$ cat src/rtl/enc_rd_ctrl.sv
//==============================================================================
// Module      : enc_rd_ctrl
// Description : 8b/10b encoder read controller. Issues lookups to external
//               RD+ and RD- code ROMs, selects the returned word by the
//               current running disparity, classifies it by popcount, tracks
//               RD, counts errors and buffers results in a 2-entry FIFO.
// Revision    : 1.0 - initial release
//==============================================================================
`default_nettype none

module enc_rd_ctrl #(
    parameter int CNT_W = 16
) (
    input  logic             clk,
    input  logic             rst,
    input  logic [7:0]       i_data,
    input  logic             i_k,
    input  logic             i_valid,
    output logic             o_ready,
    input  logic             i_rd_init,
    input  logic             i_rd_load,
    output logic [7:0]       o_rom_addr,
    output logic             o_rom_rd_en,
    output logic             o_rom_k,
    input  logic [9:0]       i_plus_out,
    input  logic [9:0]       i_minus_out,
    input  logic             i_plus_k_err,
    input  logic             i_minus_k_err,
    output logic [9:0]       o_code,
    output logic             o_valid,
    input  logic             i_ready,
    output logic             o_err,
    output logic             o_rd,
    output logic [CNT_W-1:0] o_err_cnt
);

    // Lookup pipeline tracking: one word can be waiting on the ROMs
    logic             r_inflight;
    logic             r_k_d;
    logic             r_rd;
    logic [CNT_W-1:0] r_err_cnt;

    // Output FIFO: each entry holds {err, code}
    logic [10:0]      r_mem [2];
    logic             r_wp;
    logic             r_rp;
    logic [1:0]       r_cnt;

    logic             w_accept;
    logic [9:0]       w_sel_code;
    logic             w_sel_kerr;
    logic [3:0]       w_pop_cnt;
    logic             w_kerr;
    logic             w_derr;
    logic             w_err;
    logic             w_rd_next;
    logic             w_push;
    logic             w_pop;

    // Occupancy plus the word in flight must leave room, so nothing is dropped
    assign o_ready     = ~rst & ((r_cnt + {1'b0, r_inflight}) < 2'd2);
    assign w_accept    = i_valid & o_ready;
    assign o_rom_addr  = i_data;
    assign o_rom_k     = i_k;
    assign o_rom_rd_en = w_accept;

    assign w_sel_code  = r_rd ? i_plus_out   : i_minus_out;
    assign w_sel_kerr  = r_rd ? i_plus_k_err : i_minus_k_err;

    // Popcount of the selected code word
    always_comb begin
        w_pop_cnt = '0;
        for (int i = 0; i < 10; i++) begin
            w_pop_cnt = w_pop_cnt + 4'(w_sel_code[i]);
        end
    end

    // Classify: balanced keeps RD, +2 only from RD-, -2 only from RD+
    always_comb begin
        w_derr    = 1'b0;
        w_rd_next = r_rd;
        case (w_pop_cnt)
            4'd5:    w_rd_next = r_rd;
            4'd6:    if (!r_rd) w_rd_next = 1'b1; else w_derr = 1'b1;
            4'd4:    if (r_rd)  w_rd_next = 1'b0; else w_derr = 1'b1;
            default: w_derr = 1'b1;
        endcase
    end

    assign w_kerr  = w_sel_kerr & r_k_d;
    assign w_err   = w_kerr | w_derr;
    assign w_push  = r_inflight;
    assign w_pop   = o_valid & i_ready;

    assign o_valid   = (r_cnt != 2'd0);
    assign o_code    = o_valid ? r_mem[r_rp][9:0] : 10'd0;
    assign o_err     = o_valid & r_mem[r_rp][10];
    assign o_rd      = r_rd;
    assign o_err_cnt = r_err_cnt;

    // FIFO storage; contents are don't-care until pointed at by a valid count
    always_ff @(posedge clk) begin
        if (w_push) begin
            r_mem[r_wp] <= {w_err, w_sel_code};
        end
    end

    // Control state: pipeline tracking, FIFO pointers, RD and error count
    always_ff @(posedge clk) begin
        if (rst) begin
            r_inflight <= 1'b0;
            r_k_d      <= 1'b0;
            r_rd       <= 1'b0;
            r_wp       <= 1'b0;
            r_rp       <= 1'b0;
            r_cnt      <= 2'd0;
            r_err_cnt  <= '0;
        end else begin
            r_inflight <= w_accept;
            r_k_d      <= i_k;
            if (w_push) r_wp <= ~r_wp;
            if (w_pop)  r_rp <= ~r_rp;
            case ({w_push, w_pop})
                2'b10:   r_cnt <= r_cnt + 2'd1;
                2'b01:   r_cnt <= r_cnt - 2'd1;
                default: r_cnt <= r_cnt;
            endcase
            // An explicit load wins over the word's own RD update
            if (i_rd_load) begin
                r_rd <= i_rd_init;
            end else if (w_push && !w_err) begin
                r_rd <= w_rd_next;
            end
            if (w_push && w_err && (r_err_cnt != {CNT_W{1'b1}})) begin
                r_err_cnt <= r_err_cnt + 1'b1;
            end
        end
    end

endmodule

`default_nettype wire

$ cat config.mk
export PLATFORM = sky130hd
export DESIGN_NAME = enc_rd_ctrl
export DESIGN_NICKNAME = d
export VERILOG_FILES = /design/src/rtl/enc_rd_ctrl.sv
export SDC_FILE = /design/constraint.sdc
export NUM_CORES = 1
export LEC_CHECK = 0
export CAP_MARGIN = 0
export CORE_ASPECT_RATIO = 1.75
export CORE_MARGIN = 4
export CORE_UTILIZATION = 47
export DETAILED_ROUTE_END_ITERATION = 8
export GPL_ROUTABILITY_DRIVEN = 0
export GPL_TIMING_DRIVEN = 0
export PLACE_DENSITY = 0.78
export SETUP_SLACK_MARGIN = 0.3
export SLEW_MARGIN = 20
export SYNTH_ARGS = -nofsm -noshare
export SYNTH_HDL_FRONTEND = slang
export SYNTH_SLANG_ARGS = --single-unit
$ cat constraint.sdc
create_clock -name clk -period 5.55 [get_ports clk]
set_input_delay 1.11 -clock clk [delete_from_list [all_inputs] [get_ports clk]]
set_output_delay 1.11 -clock clk [all_outputs]
set_load 0.03 [all_outputs]
## After elaboration in Yosys (flattened, before gate mapping)

Memory sizes are Yosys's and may differ from the RTL's. A register that Yosys moved wholly into a read port is not among the register bits.
Index checks and enable logic that the tools add are counted.

| word-level totals | value |
|---|---|
| register bits after elaboration | 23 |
| RAM bits | 22 |
| output and inout port bits | 40 |
| logic and storage cells | 60 |
| memories kept | 1 |

| cells by class | value |
|---|---|
| $add $sub $neg | 13 |
| magnitude comparators | 1 |
| equal/unequal tests | 6 |
| muxes and demuxes | 14 |
| bitwise gates (word level) | 9 |
| reductions and logical operators | 9 |

Memories:

| name | depth | width | rd ports | clocked after memory_dff | wr ports | RTL line | source |
|---|---|---|---|---|---|---|---|
| r_mem | 2 | 11 | 1 | 1 | 1 | 44 | `logic [10:0] r_mem [2];` |

Operators by type and width:

| operator | number |
|---|---|
| adder 4 x 1 -> 4 bit | 6 |
| 2-to-1 mux 10 bit | 2 |
| adder 16 x 1 -> 16 bit, second input constant | 1 |
| inequality test 16 bit, second input constant | 1 |
| == test 4 x 3 -> 1 bit, second input constant | 3 |
| 2-to-1 mux 1 bit | 9 |
| nonzero test 2 bit | 3 |
| bitwise AND 1 bit | 5 |
| adder 3 x 1 -> 4 bit | 1 |
| one-hot mux 2 bit (2 select lines) | 1 |
| adder 2 x 1 -> 3 bit | 1 |
| logical AND 1 bit | 3 |
| NOT 1 bit | 3 |
| one-hot mux 1 bit (3 select lines) | 1 |
| nonzero test 3 bit | 1 |
| adder 1 x 1 -> 2 bit | 1 |
| adder 2 x 1 -> 2 bit | 1 |
| adder 2 x 1 -> 2 bit, second input constant | 1 |
| == test 2 x 1 -> 1 bit, second input constant | 1 |
| == test 2 bit, second input constant | 1 |
| < comparator 2 bit, second input constant | 1 |
| one-hot mux 1 bit (2 select lines) | 1 |
| AND reduction 2 bit | 1 |
| subtractor 2 x 1 -> 2 bit, second input constant | 1 |
| 2 further kinds | 2 |

## Logic depth before layout (Yosys ltp)

| depth | value |
|---|---|
| depth after elaboration | 17 |
| mapped depth | 17 |
| mapped depth without buffers | 14 |

## Worst setup path before layout

No wires, ideal clock.

| timing path | value |
|---|---|
| kind | input port to flip-flop |
| start | in i_plus_out[0] |
| end | reg r_err_cnt[10], in the netlist o_err_cnt[10] |
| arrival | 4.974 ns |
| data required time | 5.427 ns |
| setup slack | 0.453 ns |
| stages | 15 |
| path buffers | 1 |
| cell sequence | mux2_2 -> fa_1 -> inv_1 -> fa_1 -> fa_1 -> inv_1 -> ha_1 -> inv_1 -> fa_1 -> nand2b_1 -> a21oi_1 -> o41ai_2 -> buf_4 -> nor4_1 -> mux2_1 |

| between the ends | value |
|---|---|
| word-level cells in the longest chain between the ends | 15 |

Ends and longest elaborated chain:

| item | RTL line | source |
|---|---|---|
| from (decl) | 25 | `input logic [9:0] i_plus_out,` |
| 2-to-1 mux 10 bit (*) | 67 | `assign w_sel_code = r_rd ? i_plus_out : i_minus_out;` |
| adder 1 x 1 -> 2 bit (*) | 74 | `w_pop_cnt = w_pop_cnt + 4'(w_sel_code[i]);` |
| adder 2 x 1 -> 3 bit (*) | 74 |  |
| adder 3 x 1 -> 4 bit (*) | 74 |  |
| adder 4 x 1 -> 4 bit (*) (6 in a row) | 74 |  |
| == test 4 x 3 -> 1 bit | 82 | `case (w_pop_cnt)` |
| one-hot mux 1 bit (3 select lines) (*) | 82 |  |
| bitwise OR 1 bit (*) | 91 | `assign w_err = w_kerr \| w_derr;` |
| logical AND 1 bit (*) (2 in a row) | 134 | `if (w_push && w_err && (r_err_cnt != {CNT_W{1'b1}})) begin` |
| to (signal assigned) | 135 | `r_err_cnt <= r_err_cnt + 1'b1;` |
| to (decl) | 41 | `logic [CNT_W-1:0] r_err_cnt;` |

Mark *: on every way between the ends. The rest lies on a longest branch, timed or not.
A chain may end at the register's enable or synchronous reset.

## Final worst setup path

| timing path | value |
|---|---|
| start | in i_minus_out[9] |
| end | reg r_err_cnt[14], in the netlist o_err_cnt[14] |

| between the ends | value |
|---|---|
| word-level cells in the longest chain between the ends | 7 |

Ends and longest elaborated chain:

| item | RTL line | source |
|---|---|---|
| from (decl) | 26 | `input logic [9:0] i_minus_out,` |
| 2-to-1 mux 10 bit (*) | 67 |  |
| net w_sel_code[9] | 50 | `logic [9:0] w_sel_code;` |
| adder 4 x 1 -> 4 bit (*) | 74 |  |
| == test 4 x 3 -> 1 bit | 82 |  |
| one-hot mux 1 bit (3 select lines) (*) | 82 |  |
| bitwise OR 1 bit (*) | 91 |  |
| logical AND 1 bit (*) (2 in a row) | 134 |  |

The timed path passes the listed nets; every way through them passes the cells marked *.

==> key figures <==
Clocking
  – Root Buffer: clkbuf_8
  – CTS tree: built
  – CTS max path bufs: 2
  – Clock H-tree levels: 2
  – Worst skew pair latency: roughly 0.29 ns
  – Clock slew at reported path FFs: 0.09 ns
  – CTS Buf Count: 5
  – Clock Sink Count: 46

Cells and area
  – Cell area after layout: around 3400 um2
  – Diodes inserted: 0
  – Nets@finish: between 300 and 400
  – Layout cell share with drive strength beyond 1: 16.6%
  – Layout Utilization: 68.6%
  – Syn-to-layout area delta: 40.4%

Hold path
  – Hold crit path type: flop to flop
  – Hold Startpoint: o_err_cnt[1]$_SDFFE_PP0P_
  – WHS Path Cells: 2
  – Min-Delay Endpoint: o_err_cnt[1]$_SDFFE_PP0P_

Synth
  – Asr flop ratio synth: 0%
  – Yosys warns: 0
  – Mean Syn Cell Area: 10.4 um2
  – Synth Cell Area: 2450 um2
  – Seq/Total Area, Yosys: a little under half
  – Post-Syn Instances: about 240
  – EDFF count, synth: 22
  – Syn_nets: 283
  – Seq cells post-synth: between 40 and 50
  – Yosys cell types: 40
  – Ys flop type: dfxtp_1

Setup path
  – Worst r2r path cells: 16
  – Crit Path Category: input port to flop
  – Register-to-register setup slack: ~0.74 ns
  – Max stage delay on crit path: 0.53 ns
  – RR Startpoint: o_rd$_SDFFE_PP0P_
  – CP Max Fanout: 3
  – Top delay family on crit path: adder cells
  – Most used cell, CP: fa_1
  – Critical path required time: ~5.7 ns
  – Worst path bufs/invs: 5
  – FF-to-FF End: o_err_cnt[14]$_SDFFE_PP0P_
  – Critical-path top delay cell: fa_1
  – Startpoint Class: input port
  – Crit end category: flop
  – CP Cell Sequence: clkdlybuf4s50_1 -> mux2_2 -> fa_1 -> inv_2 -> fa_1 -> fa_1 -> inv_2 -> ha_4 -> inv_2 -> fa_1 -> nand2b_1 -> a21oi_2 -> o41ai_4 -> buf_4 -> or4_1 -> o211a_1
  – Data arrival, critical path: about 5.3 ns

Timing
  – Period Utilization, post-route: 92.2%
  – Final Hold Viols: 0
  – RSZ-0062 raised after global routing: no
  – Worst Tran Pin Value: between 1 and 1.5 ns
  – Worst Skew: between 0.002 and 0.0025 ns
  – Max_slew headroom: about 28%
  – Worst hold slack: around 0.51 ns
  – Final worst path period need: 5.12 ns
  – Achievable Freq: 195 MHz
  – Max-slew violation count: 0
  – Endpoints failing setup: 0

Floorplanning
  – Die width: 62.6 um
  – Die Y: between 100 and 150 um
  – Full die area: between 6000 and 7000 um2
  – Initial Utilization: about 49%
  – I/O Pins: just under 80
  – Core area: between 5000 and 6000 um2
  – Site Rows: 34

Global route
  – Global-route wire length before repair: around 9700 um
  – Met1 global-route usage: around 18%
  – Initial antenna violation count: 0
  – GRT met3 Usage: under 10%
  – Largest net degree at the start of global routing: 16
  – Vias in the first global route: ~2200
  – Layer with the highest usage: met2
  – GR Layer Usage met2: 35.8%
  – Total global routing overflow: 0
  – GR Util All Layers: 18.4%

Route
  – Antenna-violating nets left: 0
  – Via Count: 2091
  – Final WL: between 5000 and 6000 um
  – Via density: 5.61
  – Drt pass-1 iters: 5
  – Drt drc: 0
  – DR WL/cell: about 16 um
  – Drt initial violations: 53

Pwr
  – Logic pwr share: about half
  – Overall power: 1250 uW
  – Flop pwr share: approximately a third
  – Sw Share: 39.2%
  – Leak: between 0.001 and 0.0015 uW
  – Net Switching: 490 uW
  – Clock power share: ~16%
  – P per Cell Area: about 360 nW/um2
  – Internal: roughly 760 uW
  – Max VDD drop: between 0.15 and 0.2 mV

Status
  – Status: finished, final reports clean

Place
  – Area post-placement: 3200 um2
  – Buffers added on ports: 68
  – DP Wirelength: roughly 4500 um

Flow run
  – Max_cap viols: 0
-- power by group through the flow --
| stage | clock (uW) | sequential [uW] | combinational [uW] |
|---|---|---|---|
| 2_1_floorplan | 0 | 430 | 366 |
| 3_3_place_gp | 0 | 426 | 541 |
| 3_5_place_dp | 0 | 427 | 560 |
| 4_1_cts | 208 | 420 | 620 |
| 5_1_grt | 222 | 423 | 677 |
| 6_report | 203 | 419 | 627 |
-- worst min-delay path: stages (launching register included) --
cell	delay (ns)
dfxtp_1	0.35
nand2_1	0.06
mux2i_1	0.06
-- cells in the mapped netlist, types with 3 or more instances --
| cell | number | share of area (%) |
|---|---|---|
| a21oi_1 | 13 | 2.7 |
| and2_1 | 4 | 1.0 |
| buf_4 | 11 | 3.4 |
| clkbuf_1 | 3 | 0.46 |
| dfxtp_1 | 24 | 20 |
| edfxtp_1 | 22 | 27 |
| fa_1 | 6 | 4.9 |
| ha_1 | 4 | 2.0 |
| inv_1 | 16 | 2.4 |
| mux2_2 | 10 | 4.6 |
| mux2i_1 | 14 | 5.7 |
| nand2_1 | 11 | 1.7 |
| nand3_1 | 9 | 1.8 |
| nand4_1 | 4 | 1.0 |
| nor2_1 | 25 | 3.8 |
| nor2b_1 | 7 | 1.8 |
| nor4_1 | 5 | 1.3 |
| o21ai_0 | 7 | 1.4 |
| o31ai_1 | 4 | 1.2 |
| or3_1 | 6 | 1.5 |
| or4_1 | 6 | 1.8 |
| xnor2_1 | 4 | 1.4 |
-- what timing repair did --
action                                 in CTS  in global routing
cloned                                      0                  0
resized for setup                          15                  8
pin swaps                                   6                  2
endpoints found under the hold margin       0                  0
setup endpoints to repair                  16                 16
hold buffers                                0                  0
buffers inserted                            7                  0
-- final cells by class --
cell class,count,area [um2]
Fill cell,399,1570
Multi-Input combinational cell,158,1250
Sequential cell,46,1140
Timing Repair Buffer,75,731
Buffer,16,106
Clock buffer,5,68.8
Tap cell,54,67.6
Inverter,16,60.1
Clock inverter,3,21.3
-- state kept, by name, indices dropped and copies added, names as in the netlist, named ones only --
signal / flops
r_mem: 22
o_err_cnt: 16
r_cnt: 2
o_rd: 1
r_inflight: 1
r_k_d: 1
r_rp: 1
r_wp: 1
-- how the worst max path moves through the flow --
stage | cells past startpoint | start | end | slack [ns]
after floorplan | 15 | i_plus_out[0] | o_err_cnt[10]$_SDFFE_PP0P_ | 0.45
after global placement | 16 | i_plus_out[5] | o_err_cnt[10]$_SDFFE_PP0P_ | -0.33
after detailed placement | 16 | i_minus_out[0] | o_err_cnt[10]$_SDFFE_PP0P_ | -0.41
after CTS | 16 | i_minus_out[9] | o_err_cnt[14]$_SDFFE_PP0P_ | 0.30
after global routing | 16 | i_minus_out[5] | o_err_cnt[14]$_SDFFE_PP0P_ | 0.30
final | 16 | i_minus_out[9] | o_err_cnt[14]$_SDFFE_PP0P_ | 0.43
-- routing by layer --
layer / up-vias / wire length, um
li1: 997 / -
met1: 988 / 2140
met2: 91 / 3290
met3: 15 / 306
met4: 0 / 161
met5: - / 0
-- cells in the final DEF, fill, tap and decap left out, drive strengths merged, types with 8 or more instances in the layout --
cell,instances
a21oi,13
or3,8
nor2,25
clkdlybuf4s50,66
inv,16
buf,19
nand3,10
edfxtp,22
dfxtp,24
clkbuf,9
mux2i,14
nand2,11
mux2,12
-- logic make-up (layout without fill, tap and decap cells) --
family / count (synthesis) / after routing / share of synthesized area (%)
adders and majority gates: 10 / 10 / 6.93
xor gates and xnor gates: 5 / 5 / 1.78
buffers and inverters: 32 / 115 / 6.58
and+or+nand+nor: 87 / 87 / 19.3
AOI/OAI and AO/OA: 30 / 30 / 7.75
DFF: 46 / 46 / 46.5
muxes: 26 / 26 / 11.2
-- metrics by stage --
stage | instances | worst slack (ns) | setup TNS (ns)
3_3_place_gp | 358 | -0.332 | -3.88
2_1_floorplan | 236 | 0.453 | 0
6_report | 373 | 0.430 | 0
4_1_cts | 373 | 0.304 | 0
3_5_place_dp | 358 | -0.410 | -4.98
5_1_grt | 373 | 0.303 | 0
Note: power is estimated with default switching activity, not from simulation.
